<file path="src/rtl/cp0_pkg.sv">
// Shared CP0 definitions: register addresses, exception codes, PRId and handler vector.
// Latency: n/a (constants, types and a helper only).
// Backpressure: n/a.
package cp0_pkg;

  // Register addresses seen by mtc0/mfc0
  localparam logic [4:0] CP0_ADDR_BADVADDR = 5'd8;
  localparam logic [4:0] CP0_ADDR_SR       = 5'd12;
  localparam logic [4:0] CP0_ADDR_CAUSE    = 5'd13;
  localparam logic [4:0] CP0_ADDR_EPC      = 5'd14;
  localparam logic [4:0] CP0_ADDR_PRID     = 5'd15;

  // ExcCode values (0 doubles as "no exception pending" on exc_code_m)
  localparam logic [4:0] EXC_INT  = 5'd0;
  localparam logic [4:0] EXC_ADEL = 5'd4;
  localparam logic [4:0] EXC_ADES = 5'd5;
  localparam logic [4:0] EXC_RI   = 5'd10;
  localparam logic [4:0] EXC_OV   = 5'd12;

  localparam logic [31:0] CP0_PRID_VAL     = 32'h0000_2020;
  localparam logic [31:0] CP0_HANDLER_ADDR = 32'h0000_4180;

  // Processor mode; encoding matches SR.EXL so the state can be read back directly
  typedef enum logic {
    ST_RUN     = 1'b0,
    ST_HANDLER = 1'b1
  } cp0_state_e;

  // EPC always holds a word-aligned address
  function automatic logic [31:0] epc_align(input logic [31:0] a);
    return {a[31:2], 2'b00};
  endfunction

endpackage

</file>
<file path="src/rtl/cp0_irq_pri.sv">
// Interrupt/exception detection and priority: interrupts beat exceptions, EXL masks both.
// Latency: purely combinational, result valid in the same cycle.
// Backpressure: none; the pipeline must honour int_req immediately.
module cp0_irq_pri
  import cp0_pkg::*;
(
  input  logic       ie,
  input  logic       exl,
  input  logic [5:0] im,
  input  logic [5:0] hw_int,
  input  logic [4:0] exc_code_m,
  output logic       irq,
  output logic       exc,
  output logic       int_req,
  output logic [4:0] exc_code_sel
);

  // Detect pending events and pick the ExcCode to latch
  always_comb begin
    irq          = ie & ~exl & (|(hw_int & im));
    exc          = (exc_code_m != EXC_INT) & ~exl;
    int_req      = irq | exc;
    exc_code_sel = irq ? EXC_INT : exc_code_m;
  end

endmodule

</file>
<file path="src/rtl/cp0_ctrl.sv">
// Coprocessor 0: SR/Cause/EPC/PRId registers, RUN/HANDLER mode FSM, mtc0/mfc0 access.
// Latency: int_req, e_jump and rdata are same-cycle; register updates land on the next edge.
// Backpressure: none. Optional BadVAddr register enabled by defining CP0_BADVADDR_EN.
module cp0_ctrl
  import cp0_pkg::*;
(
  input  logic        clk,
  input  logic        reset_n,
  input  logic [31:0] pc_m,
  input  logic        bd_m,
  input  logic [4:0]  exc_code_m,
  input  logic [5:0]  hw_int,
  input  logic        mtc0_we,
  input  logic [4:0]  cp0_addr,
  input  logic [31:0] wdata,
  input  logic        eret_m,
`ifdef CP0_BADVADDR_EN
  input  logic [31:0] badvaddr_m,
`endif
  output logic [31:0] rdata,
  output logic        int_req,
  output logic        e_jump,
  output logic [31:0] epc
);

  cp0_state_e  state_q, state_d;
  logic [5:0]  im_q, im_d;
  logic        ie_q, ie_d;
  logic        bd_q, bd_d;
  logic [5:0]  ip_q, ip_d;
  logic [4:0]  exccode_q, exccode_d;
  logic [31:0] epc_q, epc_d;
`ifdef CP0_BADVADDR_EN
  logic [31:0] badvaddr_q, badvaddr_d;
`endif

  logic        exl;
  logic        irq, exc;
  logic [4:0]  exc_code_sel;
  logic [31:0] sr_val, cause_val;

  assign exl = (state_q == ST_HANDLER);

  cp0_irq_pri u_irq_pri (
    .ie           (ie_q),
    .exl          (exl),
    .im           (im_q),
    .hw_int       (hw_int),
    .exc_code_m   (exc_code_m),
    .irq          (irq),
    .exc          (exc),
    .int_req      (int_req),
    .exc_code_sel (exc_code_sel)
  );

  assign e_jump = eret_m & ~int_req;
  assign epc    = epc_q;

  assign sr_val    = {16'h0, im_q, 8'h0, exl, ie_q};
  assign cause_val = {bd_q, 15'h0, ip_q, 3'h0, exccode_q, 2'b00};

  // mfc0 read mux; no forwarding of a same-cycle mtc0
  always_comb begin
    rdata = 32'h0;
    case (cp0_addr)
      CP0_ADDR_SR:       rdata = sr_val;
      CP0_ADDR_CAUSE:    rdata = cause_val;
      CP0_ADDR_EPC:      rdata = epc_q;
      CP0_ADDR_PRID:     rdata = CP0_PRID_VAL;
`ifdef CP0_BADVADDR_EN
      CP0_ADDR_BADVADDR: rdata = badvaddr_q;
`endif
      default:           rdata = 32'h0;
    endcase
  end

  // Next-state: exception entry beats eret, which beats a plain mtc0 write
  always_comb begin
    state_d   = state_q;
    im_d      = im_q;
    ie_d      = ie_q;
    bd_d      = bd_q;
    ip_d      = hw_int;
    exccode_d = exccode_q;
    epc_d     = epc_q;
`ifdef CP0_BADVADDR_EN
    badvaddr_d = badvaddr_q;
`endif
    if (int_req) begin
      state_d   = ST_HANDLER;
      bd_d      = bd_m;
      exccode_d = exc_code_sel;
      epc_d     = epc_align(bd_m ? (pc_m - 32'd4) : pc_m);
`ifdef CP0_BADVADDR_EN
      if (exc_code_sel == EXC_ADEL || exc_code_sel == EXC_ADES) begin
        badvaddr_d = badvaddr_m;
      end
`endif
    end else begin
      if (mtc0_we) begin
        case (cp0_addr)
          CP0_ADDR_SR: begin
            im_d    = wdata[15:10];
            state_d = cp0_state_e'(wdata[1]);
            ie_d    = wdata[0];
          end
          CP0_ADDR_EPC: epc_d = epc_align(wdata);
          default: ;
        endcase
      end
      if (eret_m) begin
        state_d = ST_RUN;
      end
    end
  end

  // Mode FSM and CP0 register file
  always_ff @(posedge clk or negedge reset_n) begin
    if (!reset_n) begin
      state_q   <= ST_RUN;
      im_q      <= 6'h0;
      ie_q      <= 1'b0;
      bd_q      <= 1'b0;
      ip_q      <= 6'h0;
      exccode_q <= 5'h0;
      epc_q     <= 32'h0;
`ifdef CP0_BADVADDR_EN
      badvaddr_q <= 32'h0;
`endif
    end else begin
      state_q   <= state_d;
      im_q      <= im_d;
      ie_q      <= ie_d;
      bd_q      <= bd_d;
      ip_q      <= ip_d;
      exccode_q <= exccode_d;
      epc_q     <= epc_d;
`ifdef CP0_BADVADDR_EN
      badvaddr_q <= badvaddr_d;
`endif
    end
  end

endmodule

</file>
<file path="config.mk">
export PLATFORM = sky130hd
export DESIGN_NAME = cp0_ctrl
export DESIGN_NICKNAME = d
export VERILOG_FILES = /design/src/rtl/cp0_pkg.sv /design/src/rtl/cp0_irq_pri.sv /design/src/rtl/cp0_ctrl.sv
export SDC_FILE = /design/constraint.sdc
export NUM_CORES = 1
export LEC_CHECK = 0
export CORE_ASPECT_RATIO = 0.6
export CORE_MARGIN = 4
export CORE_UTILIZATION = 45
export DETAILED_ROUTE_END_ITERATION = 16
export MAX_ROUTING_LAYER = met4
export PLACE_DENSITY = 0.95
export SLEW_MARGIN = 20
export SYNTH_ARGS = -nofsm -noshare
export SYNTH_HDL_FRONTEND = slang
export SYNTH_SLANG_ARGS = --single-unit
</file>
<file path="constraint.sdc">
create_clock -name clk -period 4 [get_ports clk]
set_input_delay 0.6 -clock clk [delete_from_list [all_inputs] [get_ports clk]]
set_output_delay 0.6 -clock clk [all_outputs]
set_load 0.02 [all_outputs]
</file>
==> metrics.md, run 1 <==
| Metric | Value |
|---|---|
| CP max stage cell | `clkdlybuf4s50_1` |
| Post CTS Setup Buffer Count | `0` |
| Setup crit start kind | `primary input` |
| Worst min path class | `in -> async` |
| Critical Path AT | `2.84 ns` |
| WHS | `between 0.3 and 0.4 ns` |
| Top cell type's share of synthesized area | `0.379` |
| Worst Skew | `0.00660 ns` |
| Worst path bufs/invs | `3` |
| Gr usage total | `0.245` |
| CP required | `3.40 ns` |
| DRC violations left | `0` |
| Setup violators final | `0` |
| Height of the die | `74.4 um` |
| Routed WL | `10,400 um` |
| Hpwl dp | `8270 um` |
| Die area | `approximately 0.009 mm^2` |
| Worst skew pair latency | `approximately 0.29 ns` |
| Post-synth EDFFs | `0` |
| Slew HR | `0.567` |
| I/O pins | `151` |
| Nets | `approximately 560` |
| Worst setup path startpoint | `exc_code_m[2]` |
| Final Core Density | `0.731` |
| Port Buffers | `146` |
| Most frequent cells after synthesis | `58 x mux2i_1, 50 x dfrtp_1, 23 x nand2_1, 23 x xnor2_1, 21 x nor2_1` |
| Synthesized area | `0.00330 mm^2` |
| Hold Buf Count CTS | `0` |
| WL per Instance | `18.6 um` |
| Family with the most delay on the worst path | `buffers and inverters` |
| # fillers | `517` |
| Pwr dens | `around 530 mW/mm^2` |
| Outcome | `finished clean` |
| Worst-path maximum fanout | `17` |
| CP Capture Type | `output port` |
| Post-synthesis sequential area ratio | `0.379` |
| Cell taking the most area after synthesis | `dfrtp_1` |
| Synth Area per Inst | `10.1 um^2` |
| Layout cells sized above 1 | `0.0930` |
| Area contributors post-synth | `dfrtp_1 38%, mux2i_1 18%, xnor2_1 6.1%, and2_1 3.8%, nand2_1 2.6%` |
| H-tree depth | `2` |
| Drt pass-1 iters | `4` |
| CTS Buf Count | `5` |
| Iter 0 DRT Violations | `roughly 170` |
| First-pass GRT wire length | `approximately 17,000 um` |
| Vias in the first global route | `3,342` |
| Via density | `between 5 and 6` |
| Initial core utilization | `0.478` |
| RSZ-0062 raised after global routing | `no` |
| PostCTS Resize Cnt | `0` |
| Post-synthesis cell count | `326` |
| CTS tree | `yes` |
| Cell mode on critical path | `clkdlybuf4s50_1` |
| Worst-path clk slew | `0.07 ns` |
| Largest net degree at the start of global routing | `51` |
| Worst VDD drop | `0.324 mV` |
| Critical path type | `in -> out` |
| Final period utilization | `0.859` |
| Total core area | `between 0.006 and 0.007 mm^2` |
| Final TNS setup | `0 ns` |
| Leakage | `2.00 nW` |
| Ant diodes | `0` |
| RePlAce Congestion | `just over 0.9` |
| Max Fclk | `around 290 MHz` |
| CP cell instances | `clkdlybuf4s50_1, or4_1, nor2_1, a21o_1, inv_1, clkdlybuf4s50_1` |
| Worst r2r src | `im_q[1]` |
| Count leader, synth | `mux2i_1` |
| Synth-to-layout area growth | `52.9%` |
| Synth Flop Type | `dfrtp_1` |
| Min Tclk post-route | `3.44 ns` |
| Floorplan row count | `23` |
| Async SR Flop Fraction | `1.00` |
| Final Max Slew Viols | `0` |
| Final-report hold violation count | `0` |
| Die Span X | `119 um` |
| CP peak stage delay | `approximately 0.63 ns` |
| Initial antenna violation count | `0` |
| Maxcap violations | `0` |
| Post-DRT Antenna Nets | `0` |
| Worst Max-Slew Pin Slew | `0.650 ns` |
| Grt total ovfl | `0` |
| Synthesis-stage register bit count | `50` |
| Synth Warn # | `0` |
| Clock Sinks | `50` |
| Distinct cell type count after synthesis | `46` |
| CTS Buffer Depth | `2` |
| Root buf cell | `clkbuf_16` |
| Detailed-route via count | `a little over 3,000` |
-- routing by layer --
| layer | track usage | routed length [um] |
|---|---|---|
| met5 | - | 0 |
| met4 | 0.0449 | 121 |
| met3 | 0.0456 | 773 |
| met2 | 0.414 | 4870 |
| met1 | 0.316 | 4680 |
-- cell usage in the layout (no fill, tap or decap), drive strengths merged, types with 2 or more instances in the layout --
cell and instances:
nand4 3, xor2 4, clkdlybuf4s50 145, xnor2 23
bufinv 2, a22oi 5, clkbuf 5, mux2i 58
nor4 13, conb 2, nor2b 5, a22o 3
or3 3, dfrtp 50, a21oi 7, nor4b 5
nand3 6, buf 11, mux2 7, nor2 21
nand2 26, nand3b 3, o31ai 2, and2 20
nor3 16, inv 4, o21ai 11, or4 4
-- final cells by class --
type,count,area (um^2),area share
Multi-Input combinational cell,255,1950,0.386
Timing Repair Buffer,156,1530,0.304
Sequential cell,50,1250,0.248
Clock buffer,5,125,0.0248
Tap cell,87,109,0.0216
Clock inverter,3,68.8,0.0136
Inverter,4,15.0,0.00297
-- kinds of logic (layout without fill, tap and decap cells) --
kind of cell               Yosys count  after routing  share of synthesized area
and+or+nand+nor                    127            127                      0.244
muxes                               65             65                      0.200
DFF                                 50             50                      0.379
AOI/OAI and AO/OA                   33             33                     0.0659
xor gates and xnor gates            27             27                     0.0716
buffers and inverters               22            168                     0.0349
adders and majority gates            1              1                    0.00379
other                                1              2                    0.00114
-- per-stage QoR --
step,instance area [um^2],power [W],instances,worst slack [ns]
after floorplan,3310,0.00151,327,1.46
after detailed placement,4850,0.00212,552,0.595
after global placement,4850,0.00207,552,0.660
final,5050,0.00266,560,0.564
after global routing,5050,0.00281,560,0.479
after CTS,5050,0.00268,560,0.575
-- final timing paths --
check	end	slack [ns]	depth (start not counted)
min	epc[30]	0.34	1
max	int_req	0.56	6
min in group clk	exccode_q[1]	0.47	2
max reg2reg	epc[14]	2.05	7
min reg2reg	exccode_q[1]	0.47	2
max in group asynchronous	exccode_q[3]	3.23	1
-- where the power goes --
group / internal (W) / total, W / switching, W
logic: 0.000607 / 0.00123 / 0.000618
clock network: 0.000359 / 0.000549 / 0.000189
registers: 0.000720 / 0.000885 / 0.000165
-- state kept, by name (all words and copies together) (netlist names) --
signal / count
epc: 30
im_q: 6
ie_q: 1
bd_q: 1
exccode_q: 5
ip_q: 6
exl: 1
No activity file was read; power rests on OpenSTA's default activity.
==> inputs of run 2 (changes only) <==
Settings changed: CTS_CLUSTER_SIZE set to 8.
==> results of run 2 <==
Same layout as run 1: the final DEF is identical, and so are final timing and power.
==> inputs of run 3 (changes only) <==
Settings changed: ABC_AREA set to 1, CORE_MARGIN 4 to unset, DONT_BUFFER_PORTS set to 1, PLACE_DENSITY 0.95 to 0.72.
==> metrics.md, run 3 <==
| Metric | Value |
|---|---|
| Outcome | `finished clean` |
| Port Buffers | `0 (-100%)` |
| Worst Skew | `0.00761 ns (+0.00101 ns)` |
| Worst VDD drop | `0.306 mV (-5.5%)` |
| Finished Layout Cells | `698 (+25%)` |
| Final TNS setup | `0 ns (unchanged)` |
| Drt pass-1 iters | `4 (unchanged)` |
| Most frequent cells after synthesis | `192 x nand2_1, 104 x nor2_1, 82 x inv_1, 50 x dfrtp_1, 50 x nand3_1` |
| First-pass GRT wire length | `17,700 um (+5.9%)` |
| Cell taking the most area after synthesis | `dfrtp_1` |
| Initial core utilization | `0.464 (-0.0144)` |
| Worst-path maximum fanout | `58 (+41)` |
| CP max stage cell | `nor2_1` |
| Vias in the first global route | `3,472 (+3.9%)` |
| Via density | `5.27 (-4.6%)` |
| Post-synth EDFFs | `0 (unchanged)` |
| Commonest non-fill, non-tap cell in the layout | `nand2_1` |
| Pwr dens | `622 mW/mm^2 (+18%)` |
| DRC violations left | `0 (unchanged)` |
| H-tree depth | `2 (unchanged)` |
| Synth Warn # | `0 (unchanged)` |
| Min Tclk post-route | `2.68 ns (-0.759 ns)` |
| Total power draw | `0.00241 W (-9.3%)` |
| Post-synthesis cell count | `597 (+83%)` |
| Critical path type | `reg -> out` |
| Worst-path clk slew | `0.07 ns (about the same)` |
| Int Power | `0.00124 W (-26%)` |
| CTS Buffer Depth | `2 (unchanged)` |
| RePlAce Congestion | `0.901 (-1.9%)` |
| NetSw | `0.00117 W (+20%)` |
| Final-report hold violation count | `0 (unchanged)` |
| Leakage | `1.98 nW (-1.0%)` |
| Worst path bufs/invs | `0 (-3)` |
| # fillers | `846 (+64%)` |
| Setup violators final | `0 (unchanged)` |
| CP required | `3.40 ns (about the same)` |
| Gr usage total | `0.277 (+0.0324)` |
| Initial antenna violation count | `0 (unchanged)` |
| Worst Max-Slew Pin Slew | `0.767 ns (+0.117 ns)` |
| CP cell instances | `nand2_1, nand3_1, o21ai_4, nand2_4, nor2_1` |
| PostCTS Resize Cnt | `0 (unchanged)` |
| Area contributors post-synth | `dfrtp_1 34%, nand2_1 20%, nor2_1 11%, inv_1 8.4%, nand3_1 6.8%` |
| Nets | `675 (+21%)` |
| Ant diodes | `0 (unchanged)` |
| CP Capture Type | `output port` |
| Critical Path AT | `2.08 ns (-0.76 ns)` |
| Layout cells sized above 1 | `0.0559 (-0.0371)` |
| CTS Buf Count | `5 (unchanged)` |
| Grt total ovfl | `0 (unchanged)` |
| Detailed-route via count | `3,676 (+19%)` |
| Worst min path class | `in -> async` |
| Hpwl dp | `8670 um (+4.8%)` |
| Logic gate share of total power | `0.369 (-0.092)` |
| Distinct cell type count after synthesis | `32 (-30%)` |
| Floorplan row count | `25 (+8.7%)` |
| Count leader, synth | `nand2_1` |
| CP peak stage delay | `0.47 ns (-0.16 ns)` |
| Height of the die | `71.8 um (-3.4%)` |
| Seq pwr share | `0.452 (+0.119)` |
| Clock share of power | `0.179 (-0.027)` |
| Post-DRT Antenna Nets | `0 (unchanged)` |
| Family with the most delay on the worst path | `simple AND/OR/NAND/NOR gates` |
| Synthesis-stage register bit count | `50 (unchanged)` |
| Setup crit start kind | `flop` |
| Die Span X | `118 um (-0.20%)` |
| Final Core Density | `0.493 (-0.239)` |
| Maxcap violations | `0 (unchanged)` |
| Max Fclk | `374 MHz (+28%)` |
| Top cell type's share of synthesized area | `0.342 (-0.0366)` |
| Final period utilization | `0.669 (-0.190)` |
| Worst skew pair latency | `0.29 ns (about the same)` |
| I/O pins | `151 (unchanged)` |
| Synth Flop Type | `dfrtp_1` |
| CTS tree | `yes` |
| Root buf cell | `clkbuf_16` |
| Synthesized area | `0.00365 mm^2 (+11%)` |
| Synth-to-layout area growth | `6.23%` |
| Final Max Slew Viols | `0 (unchanged)` |
| Die area | `0.00850 mm^2 (-3.6%)` |
| Routed WL | `11,100 um (+6.6%)` |
| Slew HR | `0.483 (-0.0832)` |
| WL per Instance | `15.9 um (-14%)` |
| Max reg flops | `30 (unchanged)` |
| Async SR Flop Fraction | `1.00 (unchanged)` |
| Placed cell count | `688 (+25%)` |
| Clock Sinks | `50 (unchanged)` |
| Synth Area per Inst | `6.12 um^2 (-40%)` |
| RSZ-0062 raised after global routing | `no` |
| Post-synthesis sequential area ratio | `0.342 (-0.0366)` |
| Largest net degree at the start of global routing | `59 (+16%)` |
| Post CTS Setup Buffer Count | `0 (unchanged)` |
| Iter 0 DRT Violations | `234 (+36%)` |
| Hold Buf Count CTS | `1 (+1)` |
| Most frequent cells in the layout | `192 x nand2_1, 104 x nor2_1, 82 x inv_1` |
| Total core area | `0.00788 mm^2 (+14%)` |
| Switching power share of the total | `0.486 (+0.120)` |
-- run 3: cell count changes in the layout (fill, tap and decap cells not counted), sizes merged, moves of 7 or more --
cell and delta:
mux2i -58, nand3 +46, nor2 +92, buf -8, nand2 +170, and2 -19, nand4 +8, clkdlybuf4s50 -145
mux2 -7, o21ai +37, nor4 -13, inv +82, nor3 -15, xnor2 -21
-- run 3: final cells by class --
cell class                      instances  area (um^2)  share of cell area
Multi-Input combinational cell        443         1970               0.508
Clock inverter                          2         12.5             0.00322
Sequential cell                        50         1250               0.322
Timing Repair Buffer                    3         47.5              0.0122
Inverter                               86          325              0.0838
Clock buffer                            6          139              0.0358
Tap cell                              108          135              0.0348
-- run 3: path summary, 6_finish.rpt --
kind                            slack [ns]       to  depth (start not counted)  startpoint
worst max-delay path                  1.32   e_jump                          5     im_q[5]
worst min-delay path                  0.12   epc[3]                          1     reset_n
worst max register to register        1.54  epc[18]                          8     im_q[5]
worst min register to register        0.52  im_q[1]                          2     im_q[1]
max in group asynchronous             3.71  epc[12]                          1     reset_n
min in group clk                      0.34  ip_q[0]                          0   hw_int[0]
-- run 3: metal layers --
metal,GRT usage,wire [um],up-vias
met5,-,0,-
met4,0.0442,85,0
met3,0.0796,1080,8
met2,0.390,4420,167
met1,0.398,5550,1679
li1,-,-,1822
-- run 3: cells by family (layout without fill, tap and decap cells) --
family                     Yosys count  in the layout  share of synthesized area
buffers and inverters              105             97                      0.119
xor gates and xnor gates             7              7                     0.0168
DFF                                 50             50                      0.342
adders and majority gates            1              1                    0.00342
other                                1              2                    0.00103
and+or+nand+nor                    375            375                      0.432
AOI/OAI and AO/OA                   58             58                     0.0852
-- run 3: power groups by stage --
stage	Sequential [W]	Combinational [W]	Clock, W
detailed placement	0.00110	0.000873	0
global placement	0.00110	0.000849	0
CTS	0.00109	0.000884	0.000439
floorplan	0.00105	0.000756	0
global route	0.00112	0.00104	0.000466
finish	0.00109	0.000889	0.000433
-- run 3: per-stage QoR --
step	worst slack, ns	instance area, um^2	hold slack [ns]
2_1_floorplan	1.70	3660	0.304
5_1_grt	1.18	3880	0.118
3_3_place_gp	1.37	3690	0.306
3_5_place_dp	1.37	3690	0.306
4_1_cts	1.34	3860	0.00201
6_report	1.32	3880	0.120
